==> src/rtl/rib_rr_arbiter_if.sv <==
// RIB arbiter handshake bundle: master request/lock lines in, registered grant and core hold flag out.
interface rib_rr_arbiter_if;
  logic [3:0] req_i;
  logic [3:0] lock_i;
  logic       rr_en_i;
  logic [3:0] grant_o;
  logic [1:0] grant_id_o;
  logic       grant_vld_o;
  logic       hold_flag_o;

  modport master (
    output req_i, lock_i, rr_en_i,
    input  grant_o, grant_id_o, grant_vld_o, hold_flag_o
  );

  modport slave (
    input  req_i, lock_i, rr_en_i,
    output grant_o, grant_id_o, grant_vld_o, hold_flag_o
  );
endinterface

==> src/rtl/rib_rr_arbiter.sv <==
// Registered 4-master RIB arbiter: round-robin or fixed priority, locked bursts bounded by MAX_HOLD.
module rib_rr_arbiter #(
  parameter int MAX_HOLD = 8,
  parameter int CNT_W    = 4
) (
  input logic             clk,
  input logic             rst,
  rib_rr_arbiter_if.slave bus
);

  localparam logic [0:0] ST_IDLE  = 1'b0;
  localparam logic [0:0] ST_GRANT = 1'b1;
  localparam logic [CNT_W-1:0] HOLD_LAST = CNT_W'(MAX_HOLD - 1);

  logic [0:0]       state_p1, state_nxt;
  logic [3:0]       grant_p1, grant_nxt;
  logic [1:0]       grant_id_p1, grant_id_nxt;
  logic             vld_p1, vld_nxt;
  logic [1:0]       ptr_p1, ptr_nxt;
  logic [CNT_W-1:0] hold_cnt_p1, hold_cnt_nxt;

  logic [3:0] others;
  logic       owner_locked;
  logic       cont;
  logic [3:0] cand;
  logic [1:0] win;

  function automatic logic [1:0] pick_rr(input logic [3:0] r, input logic [1:0] p);
    logic [1:0] idx;
    logic       found;
    pick_rr = 2'd0;
    found   = 1'b0;
    for (int i = 0; i < 4; i++) begin
      idx = p + 2'(i);
      if (!found && r[idx]) begin
        pick_rr = idx;
        found   = 1'b1;
      end
    end
  endfunction

  function automatic logic [1:0] pick_fixed(input logic [3:0] r);
    pick_fixed = 2'd0;
    for (int i = 0; i < 4; i++) begin
      if (r[i]) pick_fixed = 2'(i);
    end
  endfunction

  // A locked owner only stays a candidate when nobody else is asking.
  assign others       = bus.req_i & ~grant_p1;
  assign owner_locked = (state_p1 == ST_GRANT) && |(bus.req_i & bus.lock_i & grant_p1);
  assign cont         = owner_locked && (hold_cnt_p1 < HOLD_LAST);
  assign cand         = (owner_locked && (others != 4'd0)) ? others : bus.req_i;
  assign win          = bus.rr_en_i ? pick_rr(cand, ptr_p1) : pick_fixed(cand);

  always_comb begin
    state_nxt    = state_p1;
    grant_nxt    = grant_p1;
    grant_id_nxt = grant_id_p1;
    vld_nxt      = vld_p1;
    ptr_nxt      = ptr_p1;
    hold_cnt_nxt = hold_cnt_p1;
    if (cont) begin
      hold_cnt_nxt = hold_cnt_p1 + CNT_W'(1);
    end else if (cand != 4'd0) begin
      state_nxt    = ST_GRANT;
      grant_nxt    = 4'b0001 << win;
      grant_id_nxt = win;
      vld_nxt      = 1'b1;
      ptr_nxt      = win + 2'd1;
      hold_cnt_nxt = '0;
    end else begin
      state_nxt    = ST_IDLE;
      grant_nxt    = 4'd0;
      grant_id_nxt = 2'd0;
      vld_nxt      = 1'b0;
      hold_cnt_nxt = '0;
    end
  end

  // p1: registered grant state
  always_ff @(posedge clk or negedge rst) begin
    if (!rst) begin
      state_p1    <= ST_IDLE;
      grant_p1    <= 4'd0;
      grant_id_p1 <= 2'd0;
      vld_p1      <= 1'b0;
      ptr_p1      <= 2'd0;
      hold_cnt_p1 <= '0;
    end else begin
      state_p1    <= state_nxt;
      grant_p1    <= grant_nxt;
      grant_id_p1 <= grant_id_nxt;
      vld_p1      <= vld_nxt;
      ptr_p1      <= ptr_nxt;
      hold_cnt_p1 <= hold_cnt_nxt;
    end
  end

  assign bus.grant_o     = grant_p1;
  assign bus.grant_id_o  = grant_id_p1;
  assign bus.grant_vld_o = vld_p1;
  assign bus.hold_flag_o = rst & ((bus.req_i[0] & ~grant_p1[0]) | (bus.req_i[1] & ~grant_p1[1]));

endmodule

==> src/flat_wrapper.sv <==
// flat-port wrapper written by rule: the top's interface ports become plain ports
module rib_rr_arbiter_flat 
#(
  parameter int MAX_HOLD = 8,
  parameter int CNT_W    = 4
)
  (clk, rst, bus_req_i, bus_lock_i, bus_rr_en_i, bus_grant_o, bus_grant_id_o, bus_grant_vld_o, bus_hold_flag_o);
  rib_rr_arbiter_if bus_i ();
  input logic clk;
  input logic rst;
  input wire logic [$bits(bus_i.req_i)-1:0] bus_req_i;
  input wire logic [$bits(bus_i.lock_i)-1:0] bus_lock_i;
  input wire logic [$bits(bus_i.rr_en_i)-1:0] bus_rr_en_i;
  output wire logic [$bits(bus_i.grant_o)-1:0] bus_grant_o;
  output wire logic [$bits(bus_i.grant_id_o)-1:0] bus_grant_id_o;
  output wire logic [$bits(bus_i.grant_vld_o)-1:0] bus_grant_vld_o;
  output wire logic [$bits(bus_i.hold_flag_o)-1:0] bus_hold_flag_o;
  assign bus_i.req_i = bus_req_i;
  assign bus_i.lock_i = bus_lock_i;
  assign bus_i.rr_en_i = bus_rr_en_i;
  assign bus_grant_o = bus_i.grant_o;
  assign bus_grant_id_o = bus_i.grant_id_o;
  assign bus_grant_vld_o = bus_i.grant_vld_o;
  assign bus_hold_flag_o = bus_i.hold_flag_o;
  rib_rr_arbiter #(.MAX_HOLD(MAX_HOLD), .CNT_W(CNT_W)) u_core (.clk(clk), .rst(rst), .bus(bus_i));
endmodule
==> config.mk <==
export PLATFORM = sky130hd
export DESIGN_NAME = rib_rr_arbiter_flat
export DESIGN_NICKNAME = d
export VERILOG_FILES = /design/src/rtl/rib_rr_arbiter_if.sv /design/src/rtl/rib_rr_arbiter.sv /design/src/flat_wrapper.sv
export SDC_FILE = /design/constraint.sdc
export NUM_CORES = 1
export LEC_CHECK = 0
export CORE_AREA = 4 4 54 51
export CTS_CLUSTER_DIAMETER = 50
export DETAILED_ROUTE_END_ITERATION = 7
export DIE_AREA = 0 0 58 55
export PLACE_DENSITY = 0.73
export SETUP_SLACK_MARGIN = 0.5
export SLEW_MARGIN = 5
export SYNTH_ARGS = -nofsm -noshare
export SYNTH_HDL_FRONTEND = slang
export SYNTH_SLANG_ARGS = --single-unit
==> constraint.sdc <==
create_clock -name clk -period 2 [get_ports clk]
set_input_delay 0.3 -clock clk [delete_from_list [all_inputs] [get_ports clk]]
set_output_delay 0.3 -clock clk [all_outputs]
set_load 0.1 [all_outputs]
**After elaboration in Yosys (flattened, before gate mapping)**

Index checks and enable logic that the tools add are counted.

- Register bits: 13
- Output and inout port bits: 8
- Logic and storage cells: 64

- $add $sub $neg: 5
- $lt $le $gt $ge: 5
- Shifts and indexed selects: 1
- Muxes and demuxes: 24
- Bitwise operators: 11
- Reductions and logical operators: 13

Operators by type and width:

| operator | count |
|---|---|
| 2-bit 2-to-1 mux | 8 |
| 4-bit bitwise AND | 3 |
| 2-bit by 3-bit less-than comparator with 1-bit output (second input constant) | 4 |
| 4-bit 2-to-1 mux | 3 |
| 1-bit 2-to-1 mux | 9 |
| 1-bit binary-select mux with 2-bit select | 4 |
| 4-bit nonzero test | 2 |
| 1-bit logical AND | 6 |
| 2-bit by 1-bit adder with 2-bit output (second input constant) | 2 |
| 2-bit adder (second input constant) | 2 |
| 4-bit by 1-bit adder with 4-bit output (second input constant) | 1 |
| 4-bit by 3-bit less-than comparator with 1-bit output (second input constant) | 1 |
| 4-bit inverter | 1 |
| 4-bit OR reduction | 1 |
| 1-bit by 2-bit << shifter with 4-bit output (first input constant) | 1 |
| 1-bit bitwise AND | 3 |
| 1-bit zero test | 3 |
| 1-bit inverter | 3 |
| 2-bit AND reduction | 1 |
| 1-bit bitwise OR | 1 |

**Longest topological paths before layout**

- Depth after elaboration: 21
- Gate-level depth with buffers: 8
- Mapped depth without buffers: 8

**Worst setup path after synthesis**

No wires, ideal clock.

- Kind: register to register
- Start point: reg u_core.grant_p1[0], in the netlist u_core.bus.grant_o[0]
- End point: reg u_core.grant_p1[0], in the netlist u_core.bus.grant_o[0]
- Arrival time: 2.717 ns
- Required time: 1.877 ns
- Path slack: -0.840 ns
- Cell stages (with the launch flop): 9
- Buffers on the path: 0
- Clock period less this slack: 2.840 ns
- Cell sequence: dfrtp_1 -> nor2b_1 -> or4_4 -> o2111ai_2 -> o211ai_2 -> o221ai_2 -> a2bb2oi_2 -> nand2_2 -> a32o_1

- Word-level cells in the longest chain between the ends: 20
- Elaborated cells between the ends (all ways): 37
- Those cells by class: 1 x shift; 21 x mux; 3 x bitwise; 12 x reduce/logical

Ends and longest elaborated chain:

| item | RTL line | text |
|---|---|---|
| start: declaration | rib_rr_arbiter.sv:16 | `logic [3:0] grant_p1, grant_nxt;` |
| start signal: assignment | rib_rr_arbiter.sv:92 | `grant_p1 <= grant_nxt;` |
| 4-bit bitwise AND or 4-bit inverter (tied branches) | rib_rr_arbiter.sv:51, rib_rr_arbiter.sv:50 |  |
| 4-bit OR reduction or 4-bit bitwise AND (tied branches) | rib_rr_arbiter.sv:51, rib_rr_arbiter.sv:50 |  |
| 1-bit logical AND or 4-bit nonzero test (tied branches) | rib_rr_arbiter.sv:51, rib_rr_arbiter.sv:53 |  |
| 1-bit logical AND | rib_rr_arbiter.sv:53 | `assign cand = (owner_locked && (others != 4'd0)) ? others : bus.req_i;` |
| 4-bit 2-to-1 mux | rib_rr_arbiter.sv:53 |  |
| 1-bit binary-select mux with 2-bit select | rib_rr_arbiter.sv:35 | `if (!found && r[idx]) begin` |
| 1-bit 2-to-1 mux (not written as such) | rib_rr_arbiter.sv:35 |  |
| 1-bit 2-to-1 mux | rib_rr_arbiter.sv:35 |  |
| (+4 left out) | n/a |  |
| 1-bit logical AND | rib_rr_arbiter.sv:35 |  |
| 1-bit 2-to-1 mux | rib_rr_arbiter.sv:35 |  |
| 1-bit zero test | rib_rr_arbiter.sv:35 |  |
| 1-bit logical AND | rib_rr_arbiter.sv:35 |  |
| 2-bit 2-to-1 mux | rib_rr_arbiter.sv:35 |  |
| 2-bit 2-to-1 mux | rib_rr_arbiter.sv:54 | `assign win = bus.rr_en_i ? pick_rr(cand, ptr_p1) : pick_fixed(cand);` |
| 1-bit by 2-bit << shifter with 4-bit output | rib_rr_arbiter.sv:67 | `grant_nxt = 4'b0001 << win;` |
| 4-bit 2-to-1 mux | rib_rr_arbiter.sv:65 | `end else if (cand != 4'd0) begin` |

Several ways; a longest one is shown, not always the timed one. The select of a mux whose other input is x is not followed.
A chain may end at the register's enable or synchronous reset.

**Worst setup path in the final report**

- Start point: in bus_lock_i[0]
- End point: reg u_core.grant_p1[0], in the netlist u_core.bus.grant_o[0]

- Word-level cells in the longest chain between the ends: 21
- Elaborated cells between the ends (all ways): 35
- Those cells by class: 1 x shift; 21 x mux; 2 x bitwise; 11 x reduce/logical

Ends and longest elaborated chain:

| item | RTL line | text |
|---|---|---|
| start: declaration | flat_wrapper.sv:12 | `input wire logic [$bits(bus_i.lock_i)-1:0] bus_lock_i;` |
| 4-bit bitwise AND (*) (2 in series) | rib_rr_arbiter.sv:51 | `assign owner_locked = (state_p1 == ST_GRANT) && \|(bus.req_i & bus.lock_i & grant_p1);` |
| 4-bit OR reduction (*) | rib_rr_arbiter.sv:51 |  |
| 1-bit logical AND (*) | rib_rr_arbiter.sv:51 |  |
| 1-bit logical AND | rib_rr_arbiter.sv:53 |  |
| 4-bit 2-to-1 mux | rib_rr_arbiter.sv:53 |  |
| 1-bit binary-select mux with 2-bit select | rib_rr_arbiter.sv:35 |  |
| 1-bit 2-to-1 mux (not written as such) | rib_rr_arbiter.sv:35 |  |
| 1-bit 2-to-1 mux | rib_rr_arbiter.sv:35 |  |
| (+4 left out) | n/a |  |
| 1-bit logical AND | rib_rr_arbiter.sv:35 |  |
| 1-bit 2-to-1 mux | rib_rr_arbiter.sv:35 |  |
| 1-bit zero test | rib_rr_arbiter.sv:35 |  |
| 1-bit logical AND | rib_rr_arbiter.sv:35 |  |
| 2-bit 2-to-1 mux | rib_rr_arbiter.sv:35 |  |
| 2-bit 2-to-1 mux | rib_rr_arbiter.sv:54 |  |
| 1-bit by 2-bit << shifter with 4-bit output | rib_rr_arbiter.sv:67 |  |
| 4-bit 2-to-1 mux | rib_rr_arbiter.sv:65 |  |

Every way passes the cells marked *; elsewhere a longest branch is shown, timed or not. The select of a mux whose other input is x is not followed.

==> results <==
## state kept, by name, indices dropped and copies added, names as in the netlist
register	flops
u_core.bus.grant_id_o	2
u_core.bus.grant_o	4
u_core.bus.grant_vld_o	1
u_core.hold_cnt_p1	4
u_core.ptr_p1	2
## final cells by class
cell class	count	area, µm²	share of cell area
Clock buffer	3	22.52	0.01336
Clock inverter	1	5.005	0.002970
Inverter	5	18.77	0.01114
Multi-Input combinational cell	82	787.0	0.4670
Sequential cell	13	341.6	0.2027
Tap cell	27	33.78	0.02004
Timing Repair Buffer	54	476.7	0.2829
## per-layer routing
metal / share of wire / vias up / global-route usage
met2: 0.49 / 35 / 0.3947
met5: 0 / - / 0
met3: 0.051 / 9 / 0.03712
met1: 0.44 / 504 / 0.2669
li1: - / 504 / -
met4: 0.019 / 0 / 0.08494
## placed cells by master (no fill, tap or decap), types with 3 or more instances in the layout
cell | netlist | routed
dfrtp_1 | 13 | 8
nor2_1 | 4 | 3
and2_1 | 6 | 3
clkbuf_4 | 0 | 3
clkdlybuf4s50_1 | 0 | 4
inv_1 | 5 | 5
dlygate4sd2_1 | 0 | 6
dfrtp_4 | 0 | 4
o21ai_2 | 0 | 5
nor2b_4 | 1 | 4
buf_4 | 0 | 33
nand2_1 | 15 | 13
buf_6 | 0 | 9
a211oi_1 | 5 | 3
and2_4 | 0 | 3
## how the worst max path moves through the flow
stage	from	end	slack, ns	cells after the start
5_1_grt	u_core.bus.grant_o[1]	u_core.bus.grant_o[0]	-0.38	8
6_report	bus_lock_i[0]	u_core.bus.grant_o[0]	-0.30	10
3_3_place_gp	bus_req_i[1]	u_core.ptr_p1[1]	-0.64	9
3_5_place_dp	bus_req_i[1]	u_core.bus.grant_o[3]	-0.70	9
4_1_cts	u_core.bus.grant_o[1]	u_core.ptr_p1[1]	-0.24	9
2_1_floorplan	u_core.bus.grant_o[0]	u_core.bus.grant_o[0]	-0.32	8
## what timing repair did
action	CTS	global route
cloned	1	0
resized for setup	36	17
pin swaps	18	7
endpoints found under the setup margin	15	18
hold buffers	0	0
setup buffers	6	0
## power breakdown
part | leakage [nW] | switching (W) | internal (W)
logic | 0.538 | 0.00105 | 0.000681
clock network | 0.0177 | 0.0000937 | 0.0000744
registers | 0.157 | 0.000115 | 0.000381
## stage by stage
step / std cells / utilization / setup slack [ns] / cell area [µm²]
4_1_cts: 185 / 0.7402 / -0.2448 / 1600
3_5_place_dp: 174 / 0.6551 / -0.7034 / 1416
3_3_place_gp: 174 / 0.6551 / -0.6428 / 1416
2_1_floorplan: 101 / - / -0.3244 / 999.7
5_1_grt: 185 / 0.7795 / -0.3780 / 1685
6_report: 185 / 0.7795 / -0.3033 / 1685
## cells by family after synthesis
family          count (synthesis)  share of synthesized area
simple gates                   46                     0.2733
compound gates                 35                     0.3427
flops                          13                     0.3467
buf+inv                         6                    0.02400
fa+ha+maj                       1                    0.01333
## worst register-to-register path, stage by stage, from the launching register on
cell and delay, ns:
dfrtp_4 0.51, and3_4 0.18, a31oi_4 0.18, a211oi_2 0.12, or4_1 0.45, a21oi_2 0.19
a2bb2oi_2 0.22, nand2_2 0.09, a32o_1 0.25
==> flow_summary.yaml <==
run_status:
  status: "finished, violations left"
  violations: "negative setup slack"
synth:
  synth-edff-count: 0
  syn_inst: 101
  ys_seq_elements: 13
  synth_common_cells: "15 x nand2_1, 13 x dfrtp_1, 6 x and2_1, 6 x nor2b_1"
  synth_area_um2: 938.4
  synth_fp_nets: 113
  syn_area_per_cell_um2: 9.291
  synth.distinct_cells: 41
  ys_seq_area_frac: 0.3467
  synth.area.top_cells: "dfrtp_1 35%, nand2_1 6.0%, a211oi_1 4.0%"
  yosysMostFrequentCell: "nand2_1"
  postSynth.asyncResetShare: 1.000
  synthFlopType: "dfrtp_1"
  yosysTopAreaCell: "dfrtp_1"
  synth_top_area_frac: 0.3467
  ys_warn_count: 0
timing:
  clock_skew_ns: 0.009593
  max_slew_margin: 0.7712
  post-route-period-util: 1.152
  tightestPinTransition_ns: 0.3421
  holdWs_ns: 0.4024
  worst_slack_ns: -0.3033
  maxSlewViolCount: 0
  hold_viol_final: 0
  fin_crit_ns: 2.303
  setup-tns-final_ns: -1.916
  rsz0062_at_grt: "yes"
  setup_viol: 8
  fmax_ghz: 0.4342
routing:
  routed-via-count: 1052
  dr.pass1.iters: 4
  drt_iter0_drc: 31
  viasPerCell: 5.686
  drc_errors: 0
  wl_per_cell_um: 17.44
  drt.antenna.violating_nets: 0
  drt_wl_total_um: 3226
worst_setup_path:
  timing.rr.end: "u_core.bus.grant_o[0]"
  reg2reg_depth: 8
  crit_required_ns: 2.17
  path_buf_inv: 2
  cp_max_fo: 3
  r2r_start: "u_core.bus.grant_o[1]"
  slowest_stage: "clkdlybuf4s50_1"
  path_class: "primary input to register"
  slowest_delay_ns: 0.49
  r2r_slack_ns: -0.30
  cp.arrival_ns: 2.47
  start_kind: "primary input"
  critical_path.cell_chain: "clkdlybuf4s50_1 -> nand3_2 -> and2_4 -> a211oi_2 -> buf_4 -> o221ai_1 -> a21oi_2 -> a2bb2oi_2 -> nand2_2 -> a32o_1"
  crit_family: "compound AO/OA/AOI/OAI gates"
  end_kind: "register"
clocking:
  clk_pin_slew_ns: 0.09
  cts_buffer_depth: 2
  h-tree-depth: 1
  root_buffer: "clkbuf_4"
  cts_tree: "yes"
  clkSinkCount: 13
  cts_buffers: 3
  clk_latency_ns: 0.29
die:
  die_w_um: 58
  core_area_um2: 2162
  ios: 19
  start_util: 0.4340
  num_rows: 16
  dieArea_um2: 3190
  fp.dieH_um: 55
placement:
  port_buffers: 18
  routabilityCongestion: 0.9281
  dpl.hpwl_um: 2276
finish:
  antennaDiodeCount: 0
  drive_gt1_frac: 0.6013
  area_growth_pct: 79.60
  nNetsFinal: 171
  fillers: 132
grt:
  gr-usage-all-layers: 0.2200
  grt_pass1_wl_um: 5188
  antenna_found_initial: 0
  grt_pass1_vias: 1067
  grt_max_degree: 14
  grt_overflow_total: 0
power_and_ir_drop:
  p_leak_nw: 0.7129
  p_total_w: 0.002393
  peakVddDrop_v: 0.001773
  power_density_nw_per_um2: 1420
job:
  maxCapViolations: 0
hold_path:
  hp-class: "primary input to async pin"
Note: power is estimated with default switching activity, not from simulation.
